**src/rtl/time_edit.sv**
```systemverilog
// Digit editor for the alarm-clock set modes: edits a BCD HH:MM working copy
// digit by digit, commits it with a one-cycle strobe and drives blink enables.
module time_edit #(
    parameter int BLINK_TICKS = 250
) (
    input  logic        clk,
    input  logic        reset,
    input  logic        tick,
    input  logic        edit_start,
    input  logic        edit_done,
    input  logic        up,
    input  logic        down,
    input  logic [1:0]  pos,
    input  logic [15:0] cur_time,
    output logic [15:0] edit_time,
    output logic        editing,
    output logic        commit,
    output logic [3:0]  digit_on
);

    localparam int CNT_W = (BLINK_TICKS > 1) ? $clog2(BLINK_TICKS) : 1;
    localparam logic [CNT_W-1:0] CNT_LAST = CNT_W'(BLINK_TICKS - 1);

    localparam logic [1:0] IDLE   = 2'd0;
    localparam logic [1:0] EDIT   = 2'd1;
    localparam logic [1:0] COMMIT = 2'd2;

    logic [1:0]       state;
    logic             blink_phase;
    logic [CNT_W-1:0] blink_cnt;
    logic             step_req;
    logic [3:0]       ht, hu, mt, mu;
    logic [3:0]       sel_digit, sel_max, new_digit;
    logic [15:0]      edited;

    // Largest legal value of the digit at cursor p; hour units depend on hour tens.
    function automatic logic [3:0] digit_max(input logic [1:0] p, input logic [3:0] h_tens);
        case (p)
            2'd0:    return 4'd2;
            2'd1:    return (h_tens == 4'd2) ? 4'd3 : 4'd9;
            2'd2:    return 4'd5;
            default: return 4'd9;
        endcase
    endfunction

    // Wrap-around increment; an out-of-range digit also lands on 0.
    function automatic logic [3:0] digit_inc(input logic [3:0] d, input logic [3:0] mx);
        return (d >= mx) ? 4'd0 : d + 4'd1;
    endfunction

    // Wrap-around decrement; an out-of-range digit lands on the maximum.
    function automatic logic [3:0] digit_dec(input logic [3:0] d, input logic [3:0] mx);
        return ((d == 4'd0) || (d > mx)) ? mx : d - 4'd1;
    endfunction

    assign ht = edit_time[15:12];
    assign hu = edit_time[11:8];
    assign mt = edit_time[7:4];
    assign mu = edit_time[3:0];

    // Simultaneous up and down cancel out.
    assign step_req = up ^ down;

    always_comb begin
        sel_digit = 4'd0;
        case (pos)
            2'd0:    sel_digit = ht;
            2'd1:    sel_digit = hu;
            2'd2:    sel_digit = mt;
            default: sel_digit = mu;
        endcase
        sel_max   = digit_max(pos, ht);
        new_digit = up ? digit_inc(sel_digit, sel_max) : digit_dec(sel_digit, sel_max);

        edited = edit_time;
        case (pos)
            2'd0: begin
                edited[15:12] = new_digit;
                // Moving into the 20s must not leave an illegal 24..29 hour.
                if ((new_digit == 4'd2) && (hu > 4'd3))
                    edited[11:8] = 4'd3;
            end
            2'd1:    edited[11:8] = new_digit;
            2'd2:    edited[7:4]  = new_digit;
            default: edited[3:0]  = new_digit;
        endcase
    end

    always_ff @(posedge clk) begin
        if (reset) begin
            state       <= IDLE;
            edit_time   <= 16'h0000;
            editing     <= 1'b0;
            commit      <= 1'b0;
            blink_phase <= 1'b1;
            blink_cnt   <= '0;
        end else begin
            case (state)
                IDLE: begin
                    edit_time   <= cur_time;
                    commit      <= 1'b0;
                    blink_phase <= 1'b1;
                    blink_cnt   <= '0;
                    if (edit_start) begin
                        state   <= EDIT;
                        editing <= 1'b1;
                    end
                end
                EDIT: begin
                    if (edit_done) begin
                        state   <= COMMIT;
                        editing <= 1'b0;
                        commit  <= 1'b1;
                    end else if (step_req) begin
                        edit_time   <= edited;
                        blink_phase <= 1'b1;
                        blink_cnt   <= '0;
                    end else if (tick) begin
                        if (blink_cnt == CNT_LAST) begin
                            blink_cnt   <= '0;
                            blink_phase <= ~blink_phase;
                        end else begin
                            blink_cnt <= blink_cnt + CNT_W'(1);
                        end
                    end
                end
                COMMIT: begin
                    state     <= IDLE;
                    commit    <= 1'b0;
                    edit_time <= cur_time;
                end
                default: begin
                    state   <= IDLE;
                    editing <= 1'b0;
                    commit  <= 1'b0;
                end
            endcase
        end
    end

    // Only the digit under the cursor blinks.
    always_comb begin
        digit_on = 4'b1111;
        if (state == EDIT)
            digit_on[~pos] = blink_phase;
    end

endmodule

```
**config.mk**
```make
export PLATFORM = sky130hd
export DESIGN_NAME = time_edit
export DESIGN_NICKNAME = d
export VERILOG_FILES = /design/src/rtl/time_edit.sv
export SDC_FILE = /design/constraint.sdc
export NUM_CORES = 1
export LEC_CHECK = 0
export BUFFER_PORTS_ARGS = -buffer_cell sky130_fd_sc_hd__buf_4
export CORE_AREA = 2 2 63 71
export DETAILED_ROUTE_END_ITERATION = 12
export DIE_AREA = 0 0 65 73
export GPL_TIMING_DRIVEN = 0
export PLACE_DENSITY = 0.86
export SLEW_MARGIN = 15
export SYNTH_ARGS = -nofsm -noshare
export SYNTH_HDL_FRONTEND = slang
export SYNTH_SLANG_ARGS = --single-unit
```
**constraint.sdc**
```tcl
create_clock -name clk -period 13.6 [get_ports clk]
set_input_delay 4.08 -clock clk [delete_from_list [all_inputs] [get_ports clk]]
set_output_delay 4.08 -clock clk [all_outputs]
set_load 0.05 [all_outputs]
```
==> results.py, run 1 <==
metrics = {
    "global_route": {
        "use_met2_pct": 40.5,
        "antenna_found_initial": 0,
        "use_met1_pct": 32.4,
        "grt_max_degree": 11,
        "grtUsageMet3_pct": 4.32,
        "overflow": 0,
        "top_usage_layer": "met2",
        "grt_use_total_pct": 24.8,
        "grt_pass1_wl_mm": 9.07,
        "grt_pass1_vias": 1898,
    },
    "clocking": {
        "htreeDepth": 2,
        "postCtsHoldBufs": 0,
        "cts_inserted_buffers": 5,
        "clkTransAtPathRegs_ns": 0.06,
        "cts_resized": 0,
        "cts.sinks": 29,
        "cts_setup_buffers": 0,
        "cts_max_path_buffers": 2,
        "tritoncts": "yes",
        "clk_latency_ns": 0.28,
        "root_buffer": "clkbuf_8",
    },
    "drt": {
        "detail-route-antenna-nets": 0,
        "drtPass1Iterations": 5,
        "drcViolationCount": 0,
        "vias_per_cell": 5.88,
        "wl_mm": 5.79,
        "vias": 2145,
        "avgRoutedWirePerCell_um": 15.9,
        "drtIter0Drc": 193,
    },
    "power_and_ir_drop": {
        "ir_worst_vdd_mv": 0.116,
        "seq_power_share_pct": 34.3,
        "p_comb_share_pct": 39.0,
        "p_per_area_mw_per_mm2": 114,
        "swShare_pct": 38.1,
        "p_clk_share_pct": 26.7,
        "p_int_mw": 0.180,
        "power.static_leakage_nw": 1.06,
        "p_sw_mw": 0.111,
    },
    "cells_and_area": {
        "drive_above_1_share_pct": 23.5,
        "nets": 341,
        "antenna_cells": 0,
        "syn2layout_area_growth_pct": 24.4,
        "final_util_pct": 62.1,
        "num-fill-cells": 345,
    },
    "worst_hold_path": {
        "hold_path_end": "edit_time[7]",
        "hold_class": "flop to flop",
        "min_path_cells": 2,
        "worstHoldStart": "edit_time[7]",
    },
    "synthesis": {
        "ys_async_sr_fraction_pct": 0,
        "synth_area_leaders": "dfxtp_1 28%, nor2_1 5.7%, a21oi_1 4.9%, nand2_1 4.8%, ha_1 3.7%",
        "synth_fa_ha_area_share_pct": 4.22,
        "ys_ff_latch": 29,
        "synth_area_sq_mm": 0.00205,
        "ys_seq_area_share_pct": 28.4,
        "synth_top_cell_by_area": "dfxtp_1",
        "synth_edf_count": 0,
        "synth.avg_cell_area_sq_um": 7.90,
        "syn_nets": 290,
        "synth_simple_gate_area_share_pct": 25.9,
        "synthTopCellsByCount": "31 x nor2_1, 29 x dfxtp_1, 26 x nand2_1",
        "syn_inst": 259,
        "synth_compound_area_share_pct": 26.2,
        "netlist-cell-type-count": 57,
        "synthFlopType": "dfxtp_1",
        "synth_most_common_cell": "nor2_1",
        "yosys-mux-area-fraction_pct": 7.03,
        "yosys_warnings": 0,
        "synth_top_family_by_area": "compound AO/OA/AOI/OAI gates",
        "synth-xor-area-share_pct": 3.43,
        "synth_top_area_share_pct": 28.4,
    },
    "worst_setup_path": {
        "crit_path_max_incr_delay_ns": 0.35,
        "crit_family": "buffers and inverters",
        "reg2reg_from": "edit_time[13]",
        "crit_type": "input pin to primary output",
        "crit_arrival_ns": 5.12,
        "endpoint_kind": "primary output",
        "path_max_fanout": 10,
        "critPathLaunch": "pos[1]",
        "reg2regPathDepth": 11,
        "path_cells": "buf_2 > buf_1 > nor2_1 > nand2_1 > buf_4",
        "r2r_end": "edit_time[8]",
        "reg2reg_slack_ns": 9.76,
        "startpoint_type": "input pin",
        "slowest_stage": "buf_1",
        "crit_buf_inv": 3,
        "cp.required_ns": 9.52,
    },
    "sta": {
        "worstMarginPinSlew_ns": 0.581,
        "max_freq_mhz": 109,
        "rsz0062_at_grt": "false",
        "setup-tns-final_ns": 0,
        "hold_viol_final": 0,
        "relSlewSlack_pct": 61.3,
        "finalCriticalPeriod_ns": 9.20,
        "maxSlewViolCount": 0,
        "setup_viol": 0,
        "clock_skew_ns": 0.00451,
        "period_share_pct": 67.7,
    },
    "flow_run": {
        "maxCapViolations": 0,
    },
    "die": {
        "ios": 47,
        "dieWidth_um": 65,
        "die_h_um": 73,
        "core.rowCount": 25,
        "coreArea_sq_mm": 0.00410,
        "die-area_sq_mm": 0.00475,
        "initial_core_util_pct": 49.9,
    },
    "placed_design": {
        "io_buffers": 44,
        "gp_congestion": 0.932,
        "dpl.hpwl_mm": 4.52,
    },
    "run_status": {
        "outcome": "finished, final reports clean",
    },
}
==> tightest hold or removal path, delay by kind of cell (launching register included) <==
family          cells  cell delay (ns)
flops               1             0.32
compound gates      1             0.05
simple gates        1             0.07
==> registers in the layout, indices dropped and copies added (netlist names) <==
signal	flops
blink_phase	1
blink_cnt	8
edit_time	16
commit	1
editing	1
state	2
==> power groups by stage <==
| stage | sequential, mW | clock (mW) | combinational, mW |
|---|---|---|---|
| after detailed placement | 0.101 | 0 | 0.111 |
| after CTS | 0.0992 | 0.0786 | 0.112 |
| after floorplan | 0.119 | 0 | 0.0625 |
| final | 0.0996 | 0.0777 | 0.113 |
| after global routing | 0.100 | 0.0823 | 0.122 |
| after global placement | 0.101 | 0 | 0.109 |
==> through the flow <==
stage / instances / hold WS, ns / instance area, sq um / total power [mW] / setup slack [ns]
after detailed placement: 357 / 0.476 / 2440 / 0.212 / 4.41
after floorplan: 259 / 0.458 / 2050 / 0.181 / 4.50
after global placement: 357 / 0.463 / 2440 / 0.209 / 4.43
after CTS: 365 / 0.484 / 2540 / 0.290 / 4.41
final: 365 / 0.487 / 2540 / 0.291 / 4.40
after global routing: 365 / 0.504 / 2540 / 0.304 / 4.29
==> kinds of logic after synthesis <==
| family | after synthesis |
|---|---|
| simple gates | 107 |
| buf+inv | 24 |
| mux | 10 |
| fa+ha+maj | 7 |
| compound gates | 74 |
| flops | 29 |
| xor+xnor | 8 |
==> layout make-up <==
class / instances / area (sq um) / share of cell area, %
multi-input cells: 206 / 1370 / 53.6
flip-flops and latches: 29 / 581 / 22.8
repair buffers: 44 / 330 / 13.0
clock buffers: 7 / 96.3 / 3.79
well taps: 54 / 67.6 / 2.65
plain buffers: 11 / 51.3 / 2.02
inverters: 13 / 48.8 / 1.92
clock inverters: 1 / 5.00 / 0.197
==> metal layers <==
layer	vias to the layer above	part of all wire (%)
met5	-	0
met4	0	2.0
met3	12	7.2
met2	99	49
met1	985	42
li1	1049	-
==> worst max path at each step <==
stage                       end  slack, ns  cells after the start
floorplan           digit_on[2]       4.50                      4
global placement    digit_on[2]       4.43                      5
detailed placement  digit_on[2]       4.41                      5
CTS                 digit_on[2]       4.41                      5
global route        digit_on[2]       4.29                      5
finish              digit_on[2]       4.40                      5
==> placed cells by master, fill, tap and decap left out, types with 2 or more instances in the layout <==
cell type / n
o211ai_1: 9
or3_1: 4
a31oi_1: 4
nor2b_1: 7
a211oi_1: 3
a211o_1: 3
nand2b_1: 5
o21bai_1: 3
and3_1: 2
o21ai_0: 10
dfxtp_1: 29
a21oi_1: 20
nand4_1: 10
clkbuf_1: 6
nor2_1: 31
inv_1: 13
buf_2: 2
mux2i_1: 5
xnor2_1: 5
nor3_1: 7
ha_1: 6
mux4_2: 3
clkbuf_8: 7
xor2_1: 3
a21o_1: 3
nand3_1: 8
nand2_1: 26
buf_1: 2
buf_4: 44
No activity file was read; power rests on OpenSTA's default activity.
==> inputs of run 2 (changes only) <==
--- a/config.mk
+++ b/config.mk
@@ -6,11 +6,11 @@
 export NUM_CORES = 1
 export LEC_CHECK = 0
 export BUFFER_PORTS_ARGS = -buffer_cell sky130_fd_sc_hd__buf_4
-export CORE_AREA = 2 2 63 71
+export CORE_AREA = 2 2 65 73
 export DETAILED_ROUTE_END_ITERATION = 12
-export DIE_AREA = 0 0 65 73
+export DIE_AREA = 0 0 67 75
 export GPL_TIMING_DRIVEN = 0
-export PLACE_DENSITY = 0.86
+export PLACE_DENSITY = 0.85
 export SLEW_MARGIN = 15
 export SYNTH_ARGS = -nofsm -noshare
 export SYNTH_HDL_FRONTEND = slang
==> constraint.sdc (replaced) <==
create_clock -name clk -period 8.1 [get_ports clk]
set_input_delay 2.43 -clock clk [delete_from_list [all_inputs] [get_ports clk]]
set_output_delay 2.43 -clock clk [all_outputs]
set_load 0.05 [all_outputs]
==> run 2 against run 1 <==
Compared with the run above: core utilization shrank 2.7 points; power is 63% higher; critical path depth is the same; hold slack got worse by 0.016 ns; first-iteration DRC count decreased by 11%; largest cell class unchanged; non-clock buffer count did not move; sequential cell count stayed put; setup slack got worse by 2.2 ns.
==> results.py, run 2 (synthesized netlist as in run 1, its figures left out) <==
metrics = {
    "global_route": {
        "grt_pass1_wl_mm": 8.98,
        "grt_use_total_pct": 23.1,
        "antenna_found_initial": 0,
        "grt_pass1_vias": 1933,
        "overflow": 0,
        "grt_max_degree": 11,
    },
    "worst_hold_path": {
        "hold_class": "flop to flop",
        "worstHoldStart": "edit_time[7]",
        "hold_path_end": "edit_time[7]",
        "min_path_cells": 2,
    },
    "worst_setup_path": {
        "crit_arrival_ns": 3.45,
        "cp.required_ns": 5.67,
        "reg2reg_from": "edit_time[13]",
        "path_max_fanout": 10,
        "startpoint_type": "input pin",
        "crit_type": "input pin to primary output",
        "reg2reg_slack_ns": 4.34,
        "r2r_end": "edit_time[8]",
        "reg2regPathDepth": 11,
        "endpoint_kind": "primary output",
    },
    "flow_run": {
        "maxCapViolations": 0,
    },
    "drt": {
        "avgRoutedWirePerCell_um": 16.1,
        "drcViolationCount": 0,
        "vias": 2184,
        "vias_per_cell": 5.98,
        "detail-route-antenna-nets": 0,
        "drtPass1Iterations": 5,
        "wl_mm": 5.87,
        "drtIter0Drc": 172,
    },
    "placed_design": {
        "placed_area_sq_mm": 0.00244,
        "dpl.hpwl_mm": 4.57,
        "post-place-cells": 357,
        "io_buffers": 44,
        "gp_congestion": 0.906,
    },
    "clocking": {
        "cts_max_path_buffers": 2,
        "htreeDepth": 2,
        "root_buffer": "clkbuf_8",
        "clk_latency_ns": 0.28,
        "cts_setup_buffers": 0,
        "cts_resized": 0,
        "cts_inserted_buffers": 5,
        "clkTransAtPathRegs_ns": 0.06,
        "tritoncts": "yes",
        "postCtsHoldBufs": 0,
        "cts.sinks": 29,
    },
    "cells_and_area": {
        "finalNonFillerCells": 365,
        "largest_register_ffs": 16,
        "nets": 341,
        "stdcell_area_sq_mm": 0.00253,
        "largestRegisters": "edit_time: 16 flops, blink_cnt: 8 flops, state: 2 flops",
        "antenna_cells": 0,
        "final_common_cell": "buf_4",
        "final_util_pct": 59.4,
        "mostFrequentLayoutCells": "44 x buf_4, 31 x nor2_1, 29 x dfxtp_1, 26 x nand2_1, 20 x a21oi_1",
        "largest-register": "edit_time",
        "syn2layout_area_growth_pct": 23.5,
        "drive_above_1_share_pct": 23.2,
    },
    "sta": {
        "relSlewSlack_pct": 60.9,
        "max_freq_mhz": 170,
        "finalCriticalPeriod_ns": 5.88,
        "setup-tns-final_ns": 0,
        "rsz0062_at_grt": "false",
        "worstMarginPinSlew_ns": 0.587,
        "maxSlewViolCount": 0,
        "clock_skew_ns": 0.00314,
        "period_share_pct": 72.6,
        "setup_viol": 0,
        "hold_viol_final": 0,
    },
    "power_and_ir_drop": {
        "power.static_leakage_nw": 1.05,
        "p_per_area_mw_per_mm2": 187,
        "ir_worst_vdd_mv": 0.141,
    },
    "die": {
        "initial_core_util_pct": 48.1,
        "dieWidth_um": 67,
        "die-area_sq_mm": 0.00503,
        "ios": 47,
        "die_h_um": 75,
        "core.rowCount": 25,
        "coreArea_sq_mm": 0.00425,
    },
    "run_status": {
        "outcome": "finished, final reports clean",
    },
}
[run 2: cell count changes in the layout (fill, tap and decap cells not counted), sizes merged]
cell	delta
clkinv	+1
clkbuf	-1
[run 2: worst max path at each step]
stage | end | cells after the start | startpoint | slack, ns
final | digit_on[2] | 5 | pos[1] | 2.22
after global routing | digit_on[2] | 5 | pos[1] | 2.12
after CTS | digit_on[2] | 5 | pos[1] | 2.23
after detailed placement | digit_on[2] | 5 | pos[1] | 2.24
after global placement | digit_on[2] | 5 | pos[1] | 2.25
after floorplan | digit_on[2] | 4 | pos[1] | 2.30
[run 2: worst max-delay path, stage by stage]
cell and delay (ns):
buf_2 0.19, buf_1 0.35, nor2_1 0.16, nand2_1 0.12, buf_4 0.20
[run 2: area by class of cell]
cell class | instances | area [sq um]
fillers | 410 | 1730
multi-input cells | 206 | 1370
flip-flops and latches | 29 | 581
repair buffers | 44 | 330
clock buffers | 6 | 72.6
well taps | 54 | 67.6
plain buffers | 11 | 51.3
inverters | 13 | 48.8
clock inverters | 2 | 10.0
[run 2: stage by stage]
stage          total power [mW]  hold slack (ns)  setup WS, ns
4_1_cts                   0.469            0.471          2.23
6_report                  0.472            0.470          2.22
5_1_grt                   0.490            0.510          2.12
2_1_floorplan             0.304            0.458          2.30
3_3_place_gp              0.353            0.459          2.25
3_5_place_dp              0.357            0.463          2.24
[run 2: power by group]
part	leakage, nW	internal [mW]	switching [mW]
logic	0.765	0.0718	0.119
clock network	0.0450	0.0593	0.0552
registers	0.238	0.154	0.0134
[run 2: layer usage]
layer  GRT usage [%]  up-vias  wire length [um]
li1                -     1046                 -
met1            30.8     1020              2490
met2            38.6      105              2850
met3            3.14       13               440
met4            7.94        0                99
met5               0        -                 0
